[src/rtl/fft_bin_streamer.sv]
`timescale 1ns/1ps
// Captures one packed FFT frame and streams its bins one per valid/ready handshake.
// Latency: first bin valid one cycle after the accepting frame_strobe.
// Backpressure: bin_ready low holds the current bin stable; strobes arriving mid-frame are dropped and counted.
module fft_bin_streamer #(
    parameter int sample_size = 32,
    parameter int buffer_size = 32
) (
    input  logic                               clk,
    input  logic                               reset_n,
    input  logic                               frame_strobe,
    input  logic [sample_size*buffer_size-1:0] frame_bitstream,
    input  logic                               flush,
    output logic                               bin_valid,
    input  logic                               bin_ready,
    output logic [sample_size-1:0]             bin_data,
    output logic [$clog2(buffer_size)-1:0]     bin_index,
    output logic                               bin_last,
    output logic                               busy,
    output logic [7:0]                         drop_count
);

    localparam int IW = $clog2(buffer_size);
    localparam logic [IW-1:0] LAST_IDX = IW'(buffer_size - 1);

    typedef enum logic {IDLE, STREAM} state_t;

    state_t                         state;
    logic [IW-1:0]                  index;
    logic [sample_size*buffer_size-1:0] frame;

    logic          hs;
    logic          at_last;
    logic [IW-1:0] index_nxt;

    assign hs        = bin_valid & bin_ready;
    assign at_last   = (index == LAST_IDX);
    assign index_nxt = index + 1'b1;

    assign bin_index = index;
    assign bin_data  = frame[32'(index) * sample_size +: sample_size];

    always_ff @(posedge clk or negedge reset_n) begin
        if (!reset_n) begin
            state      <= IDLE;
            index      <= '0;
            frame      <= '0;
            drop_count <= '0;
            bin_valid  <= 1'b0;
            bin_last   <= 1'b0;
            busy       <= 1'b0;
        end else if (flush) begin
            // Flush wins over any handshake or strobe in the same cycle.
            state     <= IDLE;
            index     <= '0;
            bin_valid <= 1'b0;
            bin_last  <= 1'b0;
            busy      <= 1'b0;
        end else begin
            case (state)
                IDLE: begin
                    if (frame_strobe) begin
                        frame     <= frame_bitstream;
                        index     <= '0;
                        state     <= STREAM;
                        bin_valid <= 1'b1;
                        bin_last  <= 1'b0;
                        busy      <= 1'b1;
                    end
                end
                STREAM: begin
                    if (hs && at_last) begin
                        index    <= '0;
                        bin_last <= 1'b0;
                        // A strobe on the final handshake chains the next frame with no bubble.
                        if (frame_strobe) begin
                            frame <= frame_bitstream;
                        end else begin
                            state     <= IDLE;
                            bin_valid <= 1'b0;
                            busy      <= 1'b0;
                        end
                    end else begin
                        if (hs) begin
                            index    <= index_nxt;
                            bin_last <= (index_nxt == LAST_IDX);
                        end
                        if (frame_strobe && drop_count != 8'hff) begin
                            drop_count <= drop_count + 8'd1;
                        end
                    end
                end
                default: begin
                    state <= IDLE;
                end
            endcase
        end
    end

endmodule

[config.mk]
export PLATFORM = sky130hd
export DESIGN_NAME = fft_bin_streamer
export DESIGN_NICKNAME = d
export VERILOG_FILES = /design/src/rtl/fft_bin_streamer.sv
export SDC_FILE = /design/constraint.sdc
export NUM_CORES = 2
export LEC_CHECK = 0
export BUFFER_PORTS_ARGS = -buffer_cell sky130_fd_sc_hd__buf_2
export CORE_AREA = 2 2 418 420
export CTS_CLUSTER_SIZE = 16
export DETAILED_ROUTE_END_ITERATION = 6
export DIE_AREA = 0 0 420 422
export SYNTH_ARGS = -nofsm -noshare
export SYNTH_HDL_FRONTEND = slang
export SYNTH_SLANG_ARGS = --single-unit
export TNS_END_PERCENT = 100
[constraint.sdc]
create_clock -name clk -period 5.37 [get_ports clk]
set_input_delay 1.3425 -clock clk [delete_from_list [all_inputs] [get_ports clk]]
set_output_delay 1.3425 -clock clk [all_outputs]
set_load 0.05 [all_outputs]
# Yosys cells after proc, flatten, opt, wreduce, memory -nomap -nowiden
# Cells that the tools add are included.
[totals] latch_bits=0 output_inout_bits=48 romBits=0 memories=0 elab_cells=49 inputBits=1029 regBits=1040 ram_bits=0
[classes] n_bitwise=4 div=0 reduce_logical=6 eq_ne=8 mul=0 n_mux=22 n_addsub=2 order_cmp=0 shift=1
[op_table] cell="1024-bit two-way mux" n=2
[op_table] cell="1024-bit case mux with 2 select lines" n=1
[op_table] cell="1024-bit by 11-bit variable part select with 32-bit output" n=1
[op_table] cell="5-bit two-way mux" n=4
[op_table] cell="1-bit two-way mux" n=11
[op_table] cell="5-bit equality test (second input constant)" n=2
[op_table] cell="5-bit case mux with 2 select lines" n=1
[op_table] cell="8-bit by 1-bit adder with 8-bit output (second input constant)" n=1
[op_table] cell="8-bit inequality test (second input constant)" n=1
[op_table] cell="3-bit inequality test (second input constant)" n=2
[op_table] cell="1-bit case mux with 2 select lines" n=3
[op_table] cell="5-bit by 1-bit adder with 5-bit output (second input constant)" n=1
[op_table] cell="4-bit by 2-bit inequality test with 1-bit output (second input constant)" n=1
[op_table] cell="2-bit AND reduction" n=2
[op_table] cell="4-bit AND reduction" n=1
[op_table] cell="3-bit by 2-bit inequality test with 1-bit output (second input constant)" n=1
[op_table] cell="1-bit inverter" n=3
[op_table] cell="3-bit AND reduction" n=1
[op_table] cell="1-bit logical AND" n=2
[op_table] cell="2-bit by 1-bit inequality test with 1-bit output (second input constant)" n=1
[op_table] cell="1-bit bitwise AND" n=1

# Logic depth before layout (Yosys ltp)
[logic_depth] depth_word=6 ltp_mapped=9 mapped_depth_nobuf=8

# Least setup slack after synthesis
# OpenSTA, ideal clock, no wires.
[synth_timing] path_type="flip-flop to output port" start="register index[1], in the netlist bin_index[1]" end="output bin_data[12]" path_slack_ns=1.746 arrival_time_ns=2.281 required_time_ns=4.028 n_path_buf=4 stages_incl_launch_ff=9 path_cell_list="dfrtp_1 > buf_2 > buf_4 > buf_2 > buf_2 > mux2i_1 > nand2_1 > a31oi_1 > nand3_1"
[synth_via] elab_chain_len=1
[synth_rtl] item="start, declared" line_no="29" text="logic [IW-1:0] index;"
[synth_rtl] item="start signal, assigned" line_no="85" text="index <= index_nxt;"
[synth_rtl] item="1024-bit by 11-bit variable part select with 32-bit output" line_no="41" text="assign bin_data = frame[32'(index) * sample_size +: sample_size];"
[synth_rtl] item="end, declared" line_no="16" text="output logic [sample_size-1:0] bin_data,"
# No other way between the ends.

# Worst setup path in the final report
[layout_timing] start="register index[0], in the netlist bin_index[0]" end="output bin_data[10]"
# The elaborated chain is that of the path after synthesis.

==> results.ini <==
[run_status]
status=complete, no violations

[setup_path]
crit_path_end_kind=primary output
worstSetupPathType=flip-flop to primary output
critPathLaunchType=flip-flop
cp_data_arrival_time_ns=3.94
critPathRequiredTime_ns=4.03
cp_max_fo=17

[die]
io_pins=1077
dieHeight_um=422
start_util=0.275
die_area_um2=177000
core_um2=173000
fp.dieW_um=420
fp-row-count=153

[synthesis]
yosys_most_used_dff=dfrtp_1
syn_area_um2=47500
ys_types=38
ys_ff_latch=1040
ys_seq_area_frac=0.547
synth_edf_count=0
async_flop_share=1.00
synth_nets=4438
yosysWarningCount=0
avgSynthCellArea_um2=14.0
syn_inst=3405

[timing]
period_minus_slack_ns=5.28
fin_worst_skew_ns=0.0201
finalCritPeriodShare=0.984
rsz0062_at_grt=false
finalHoldViolCount=0
whs_ns=0.481
max_slew_margin=0.117
worstMarginPinSlew_ns=1.32
setup_viol=0
fmax_mhz=189
drv_slew=0

[placed_design]
dp_hpwl_um=152000
place_area_um2=56000
place_inst=6674
io_buffer_count=1076
gp_congestion=0.914

[route]
num_vias=33777
drt_pass1_iterations=5
ant_nets=0
routedWlPerCell_um=28.2
routed_wl_um=196000
drc=0
drt_iter0_drc=2758
viasPerCell=4.84

[cells_and_area]
final_cell_mix=buf_2 (1059), dfrtp_1 (1037), mux2_2 (708)
drive_gt1_frac=0.465
layout_commonest_cell=buf_2
fin_cells=6978
stdcell_area_um2=60400
final_nets=5505
area_growth_pct=27.1

[global_routing]
grt_max_degree=129
grt_usage=0.215
grt_pass1_wl_um=268000
overflow=0
antenna_found_initial=137
grt_pass1_vias=34981

[clock_network]
cts.htree.levels=3
clk_latency_ns=0.79
clockRootBuffer=clkbuf_16
cts.sinks=1040
cts_made_buffers=117
path_clk_slew_ns=0.06
ctsHoldBuffers=0
cts_tree=yes
max-clock-path-buffers=3

[pwr]
power.net_switching_mw=6.39
peakVddDrop_uv=274
leakage_nw=25.3
internal_power_mw=16.3
power_density_nw_per_um2=376
clockPowerShare=0.375
pwr-share-comb=0.171
p_sw_frac=0.282
finalPower_mw=22.7
pwr-share-seq=0.454

[hold_path]
hold_path.class=flip-flop to flip-flop

[flow_run]
timing.max_cap.violations=0

registers in the layout, summed over array words and instances (netlist names):
name,flops
drop_count,8
state,1
bin_last,1
frame,1024
bin_index,5
busy,1
cell usage after synthesis, types with 2 or more instances:
cell type,instances,area [um2]
xnor2_1,4,35.0
a21oi_1,100,500
buf_6,40,450
buf_2,127,636
a22o_1,64,561
o31ai_1,3,22.5
nand3_1,99,495
nor2b_1,2,12.5
ha_1,4,50.1
inv_1,2,7.51
a22oi_1,96,721
nand2_1,105,394
nand2b_1,6,37.5
a31oi_1,32,200
dfrtp_1,1040,26000
xor2_1,3,26.3
buf_4,19,143
mux2_2,708,7970
o21ai_0,5,25.0
mux2_1,317,3570
nor2_1,10,37.5
and2_1,2,12.5
nand4_1,3,18.8
buf_1,8,30.0
nor3_1,33,165
mux2i_1,512,5120
clkbuf_1,49,184
and3_1,2,12.5
path summary, 6_finish.rpt:
path                                     startpoint                     end  slack, ns  cells after the start
max in group asynchronous                   reset_n  frame[153]$_DFFE_PN0P_       3.53                      2
setup reg to reg           bin_index[1]$_DFFE_PN0P_    frame[4]$_DFFE_PN0P_       1.27                     10
setup / recovery           bin_index[0]$_DFFE_PN0P_            bin_data[10]       0.09                      7
hold / removal               frame[934]$_DFFE_PN0P_  frame[934]$_DFFE_PN0P_       0.48                      1
hold reg to reg              frame[934]$_DFFE_PN0P_  frame[934]$_DFFE_PN0P_       0.48                      1
min in group asynchronous                   reset_n  frame[510]$_DFFE_PN0P_       0.64                      1
critical path, cell delays in order (launching register included):
cell and delay (ns):
dfrtp_2 0.58, and2b_1 0.62, a22o_1 0.37, nor3_1 0.74
a31oi_1 0.09, buf_4 0.21, nand3_1 0.20, buf_2 0.33
power groups by stage:
stage / combinational (mW) / sequential, mW / clock (mW)
after floorplan: 2.34 / 10.0 / 0
after global placement: 3.82 / 10.4 / 0
after detailed placement: 3.90 / 10.4 / 0
after CTS: 3.94 / 10.3 / 8.72
after global routing: 4.20 / 10.5 / 9.04
final: 3.88 / 10.3 / 8.52
routing by layer:
layer  routed length (um)  share of wire  track usage  up-vias
met5                  218         0.0011            0        -
met1                78600           0.40        0.265    17423
li1                     -              -            -    14730
met2                97100           0.49        0.359     1240
met4                 8020          0.041       0.0993       36
met3                12500          0.063       0.0458      348
cell families (layout without fill, tap and decap cells):
family / after synthesis / count (layout) / synth area share
buf+inv: 246 / 1410 / 0.0307
compound gates: 304 / 304 / 0.0434
fa+ha+maj: 4 / 4 / 0.00105
other cells: 0 / 81 / 0
simple gates: 267 / 270 / 0.0257
mux: 1537 / 1537 / 0.351
xor+xnor: 7 / 7 / 0.00129
flops: 1040 / 1040 / 0.547
cell type report:
| class | count | area [um2] |
|---|---|---|
| diodes | 81 | 203 |
| clock buffers | 166 | 3390 |
| clock inverters | 53 | 679 |
| fillers | 17116 | 112000 |
| inverters | 2 | 7.51 |
| multi-input cells | 2122 | 20300 |
| flip-flops and latches | 1040 | 26000 |
| well taps | 2325 | 2910 |
| repair buffers | 1189 | 6930 |
metrics by stage:
step	utilization	setup slack (ns)	setup TNS, ns
after detailed placement	0.324	0.378	0
final	0.350	0.0880	0
after CTS	0.348	-0.00480	-0.00480
after floorplan	-	1.75	0
after global routing	0.349	0.0147	0
after global placement	0.324	0.370	0
timing repair:
| action | in CTS | in global routing |
|---|---|---|
| setup buffers | 1 | 0 |
| resized for setup | 20 | 2 |
| setup endpoints to repair | 21 | 2 |
| cloned | 3 | 0 |
Power figures use the tool's default switching activity.
